**src/rtl/shift_seq_ctrl_pkg.sv**
```systemverilog
// +----------------------------------------------------------------------+
// | shift_seq_ctrl_pkg                                                   |
// | Shared mode codes, state codes and default widths for shift units.   |
// | Rev 1.0 - initial release                                            |
// +----------------------------------------------------------------------+
`default_nettype none

package shift_seq_ctrl_pkg;

    localparam int unsigned DEF_WIDTH = 32;
    localparam int unsigned DEF_CNT_W = 5;

    localparam logic [1:0] SHIFT_SRL = 2'b00;
    localparam logic [1:0] SHIFT_SRA = 2'b01;
    localparam logic [1:0] SHIFT_SLL = 2'b10;
    localparam logic [1:0] SHIFT_ROL = 2'b11;

    localparam logic [1:0] ST_IDLE  = 2'd0;
    localparam logic [1:0] ST_SHIFT = 2'd1;
    localparam logic [1:0] ST_DONE  = 2'd2;

endpackage

`default_nettype wire

```
**src/rtl/shift_seq_ctrl_step.sv**
```systemverilog
// +----------------------------------------------------------------------+
// | shift_step                                                           |
// | Combinational single-bit shift/rotate step, reusable by shift units. |
// | Rev 1.0 - initial release                                            |
// +----------------------------------------------------------------------+
`default_nettype none

module shift_step
    import shift_seq_ctrl_pkg::*;
#(
    parameter int unsigned WIDTH = DEF_WIDTH
) (
    input  logic [WIDTH-1:0] i_data,
    input  logic [1:0]       i_mode,
    output logic [WIDTH-1:0] o_data
);

    always_comb begin
        o_data = i_data;
        case (i_mode)
            SHIFT_SRL: o_data = {1'b0, i_data[WIDTH-1:1]};
            SHIFT_SRA: o_data = {i_data[WIDTH-1], i_data[WIDTH-1:1]};
            SHIFT_SLL: o_data = {i_data[WIDTH-2:0], 1'b0};
            SHIFT_ROL: o_data = {i_data[WIDTH-2:0], i_data[WIDTH-1]};
            default:   o_data = i_data;
        endcase
    end

endmodule

`default_nettype wire

```
**src/rtl/shift_seq_ctrl.sv**
```systemverilog
// +----------------------------------------------------------------------+
// | shift_seq_ctrl                                                       |
// | Command sequencer stepping a shift register one bit per clock.       |
// | Rev 1.0 - initial release                                            |
// +----------------------------------------------------------------------+
`default_nettype none

module shift_seq_ctrl
    import shift_seq_ctrl_pkg::*;
#(
    parameter int unsigned WIDTH = DEF_WIDTH,
    parameter int unsigned CNT_W = DEF_CNT_W
) (
    input  logic             clock,
    input  logic             rst_n,
    input  logic             start,
    input  logic [WIDTH-1:0] data_in,
    input  logic [CNT_W-1:0] amount,
    input  logic [1:0]       mode,
    input  logic             clear,
    output logic             busy,
    output logic             done,
    output logic [WIDTH-1:0] result
);

    logic [1:0]       r_state;
    logic [CNT_W-1:0] r_count;
    logic [1:0]       r_mode;
    logic [WIDTH-1:0] r_result;
    logic [WIDTH-1:0] w_step;

    shift_step #(
        .WIDTH (WIDTH)
    ) u_step (
        .i_data (r_result),
        .i_mode (r_mode),
        .o_data (w_step)
    );

    always_ff @(posedge clock or negedge rst_n) begin
        if (!rst_n) begin
            r_state  <= ST_IDLE;
            r_count  <= '0;
            r_mode   <= SHIFT_SRL;
            r_result <= '0;
        end else if (clear) begin
            // Abort wins over any pending command or step in progress
            r_state  <= ST_IDLE;
            r_count  <= '0;
            r_result <= '0;
        end else begin
            case (r_state)
                ST_IDLE: begin
                    if (start) begin
                        r_result <= data_in;
                        r_count  <= amount;
                        r_mode   <= mode;
                        r_state  <= (amount == '0) ? ST_DONE : ST_SHIFT;
                    end
                end
                ST_SHIFT: begin
                    r_result <= w_step;
                    r_count  <= r_count - CNT_W'(1);
                    if (r_count == CNT_W'(1)) begin
                        r_state <= ST_DONE;
                    end
                end
                ST_DONE: begin
                    r_state <= ST_IDLE;
                end
                default: begin
                    r_state <= ST_IDLE;
                end
            endcase
        end
    end

    assign busy   = (r_state != ST_IDLE);
    assign done   = (r_state == ST_DONE);
    assign result = r_result;

endmodule

`default_nettype wire

```
**config.mk**
```make
export PLATFORM = sky130hd
export DESIGN_NAME = shift_seq_ctrl
export DESIGN_NICKNAME = d
export VERILOG_FILES = /design/src/rtl/shift_seq_ctrl_pkg.sv /design/src/rtl/shift_seq_ctrl_step.sv /design/src/rtl/shift_seq_ctrl.sv
export SDC_FILE = /design/constraint.sdc
export NUM_CORES = 1
export LEC_CHECK = 0
export ABC_AREA = 1
export CAP_MARGIN = 20
export CORE_ASPECT_RATIO = 1.1
export CORE_MARGIN = 2
export CORE_UTILIZATION = 40
export CTS_CLUSTER_DIAMETER = 30
export CTS_CLUSTER_SIZE = 28
export DETAILED_ROUTE_END_ITERATION = 7
export PLACE_DENSITY_LB_ADDON = 0.12
export SYNTH_ARGS = -nofsm -noshare
export SYNTH_HDL_FRONTEND = slang
export SYNTH_HIERARCHICAL = 1
export SYNTH_SLANG_ARGS = --single-unit
```
**constraint.sdc**
```tcl
create_clock -name clock -period 1.52 [get_ports clock]
set_input_delay 0.304 -clock clock [delete_from_list [all_inputs] [get_ports clock]]
set_output_delay 0.304 -clock clock [all_outputs]
set_load 0.02 [all_outputs]
```
==> impl_results.md <==
- Worst-Margin Slew: 439 ps
- Most common cell in the synthesized netlist: nand2_1
- Crit path kind: reg -> out
- Final net count: 555
- Number of top-level pins: 77
- Overall Power: 5.72 mW
- Synth top cells by count: nand2_1, dfrtp_1, nand2_2
- Die X-Extent: 82.5 um
- Req. time, crit path: 1220 ps
- Synth area leaders: nand2_1, dfrtp_1, nand2_2
- Vias: 2729
- Total CTS buffers: 5
- Slew Limit Fails: 0
- LEAKAGE: 2.14 nW
- Post-Route Skew: 3.44 ps
- Wire per inst: 11.4 um
- Core Region: 6590 um^2
- Final hold viol count: 0
- First-pass GRT wire length: 11500 um
- GRT Total Usage: 0.194
- Post-Syn Nets: 473
- Hold crit path type: in -> async
- Drt first-iter violations: 121
- Fmax: 676 MHz
- Area Growth Syn to Fin: 33.2%
- Power per cell area: 1580 nW/um^2
- Detailed-router iteration count before antenna repair: 4
- Final wirelength: 6780 um
- Vias in the first global route: 2523
- Setup_tns: 0 ps
- Worst skew pair latency: 290 ps
- N_diodes: 0
- Clock Sinks: 41
- Via density: 4.60
- Warnings from Yosys: 6
- Top-area cell type share of the netlist area: 0.422
- Routed Antenna Nets: 0
- Crit path launch type: flop
- Max_cap viols: 0
- Ys flop type: dfrtp_1
- Initial antenna violation count: 0
- # port buffers: 76
- Arrival @ worst endpoint: 1180 ps
- Syn Area/Cell: 6.34 um^2
- Root buffer cell: clkbuf_8
- # rows: 31
- HPWL after DPL: 4840 um
- H-tree depth: 2
- Syn Inst Count: 428
- Post-Syn Area: 2710 um^2
- CTS Buffer Depth: 2
- DRC: 0
- Final Cycle Share: 0.974
- Setup Buffers After CTS: 0
- Endpoint class of the critical path: primary output
- CTS clk-pin slew, worst paths: 80 ps
- Layout cells sized above 1: 0.0939
- Effective utilization at floorplan: 0.412
- # setup viols final: 0
- Layout Utilization: 0.548
- Ys async rst share: 1.00
- Run status: finished clean
- Maximum VDD drop: 0.653 mV
- Largest net degree at the start of global routing: 33
- Hold_ws: 495 ps
- RSZ-0062 raised after global routing: false
- Netlist cell types: 20
- Post-synthesis sequential area ratio: 0.378
- Crit Path Max Fanout: 3
- CTS tree: done
- Yosys top cell by area: nand2_1
- Seq cells post-synth: 41
- Relative slew slack: 0.707
- EDFF count, synth: 0
- Die area: 7460 um^2
- Grt total ovfl: 0
- Routability cong.: 0.754
- Post-layout min period: 1480 ps
- Die Height: 90.4 um
cells by family (layout without fill, tap and decap cells):
| logic type | after synthesis | in the layout | share of synthesized area |
|---|---|---|---|
| fa+ha+maj | 2 | 2 | 0.00922 |
| flops | 41 | 41 | 0.378 |
| buf+inv | 35 | 118 | 0.101 |
| compound gates | 7 | 7 | 0.0184 |
| simple gates | 343 | 343 | 0.493 |
cell usage in the layout, fill, tap and decap left out:
cell type          n
nand2_1          305
clkdlybuf4s50_1   41
dfrtp_1           41
dlygate4sd2_1     33
nand2_2           15
nor2_1            13
buf_4             13
inv_1             11
nand3_1            8
clkbuf_8           5
buf_12             5
o21ai_0            3
inv_2              2
o21ai_1            2
ha_1               2
clkinv_2           2
nor2_2             1
inv_4              1
o21ai_2            1
o21ai_4            1
nand3b_1           1
clkbuf_1           1
dlygate4sd3_1      1
buf_2              1
clkdlybuf4s15_1    1
inv_8              1
area by class of cell:
type	count	area (um^2)
tap	82	103
sequential	41	1030
clock inverter	2	10.0
inverter	15	66.3
fill	687	2980
clock buffer	6	72.6
multi-input combinational	352	1420
timing repair buffer	95	922
report_power, final:
part	internal [mW]	switching, mW	leakage [nW]
sequential	1.42	0.396	0.546
combinational	1.23	1.98	1.55
clock	0.318	0.367	0.0450
what timing repair did:
item	4_1_cts	5_1_grt
resized for setup	35	2
endpoints found under the hold margin	16	0
setup endpoints to repair	34	2
hold buffers	1	0
sequential cells by signal, summed over array words and instances (netlist names):
signal,count
r_mode,2
r_count,5
result,32
r_state,2
through the flow:
step                instance area (um^2)  setup WS, ps  instances
CTS                                 3610          3.87        593
global placement                    3560          65.3        584
floorplan                           2710           401        428
global route                        3620         0.312        593
finish                              3620          39.9        593
detailed placement                  3560          32.9        584
path summary, 6_finish.rpt:
check | endpoint | slack (ps) | depth (start not counted) | from
min in group clock | r_count[4]$_DFFE_PN0P_ | 510 | 2 | r_count[4]$_DFFE_PN0P_
worst max-delay path | busy | 40 | 3 | r_state[0]$_DFFE_PN0P_
worst max register to register | result[21]$_DFFE_PN0P_ | 190 | 7 | r_mode[1]$_DFFE_PN0P_
worst min register to register | r_count[4]$_DFFE_PN0P_ | 510 | 2 | r_count[4]$_DFFE_PN0P_
max in group asynchronous | result[7]$_DFFE_PN0P_ | 540 | 3 | rst_n
worst min-delay path | result[27]$_DFFE_PN0P_ | 490 | 2 | rst_n
routing by layer:
layer,vias up,wire (um),share of wire,track usage
li1,1438,-,-,-
met1,1225,3230,0.48,0.267
met2,61,3190,0.47,0.318
met3,5,292,0.043,0.0330
met4,0,70,0.010,0.0410
met5,-,0,0,0
worst max-delay path: stages, from the launching register on:
cell	delay [ps]
dfrtp_1	420
nor2_2	150
inv_1	50
clkdlybuf4s15_1	280
(Power assumes the default switching activity.)
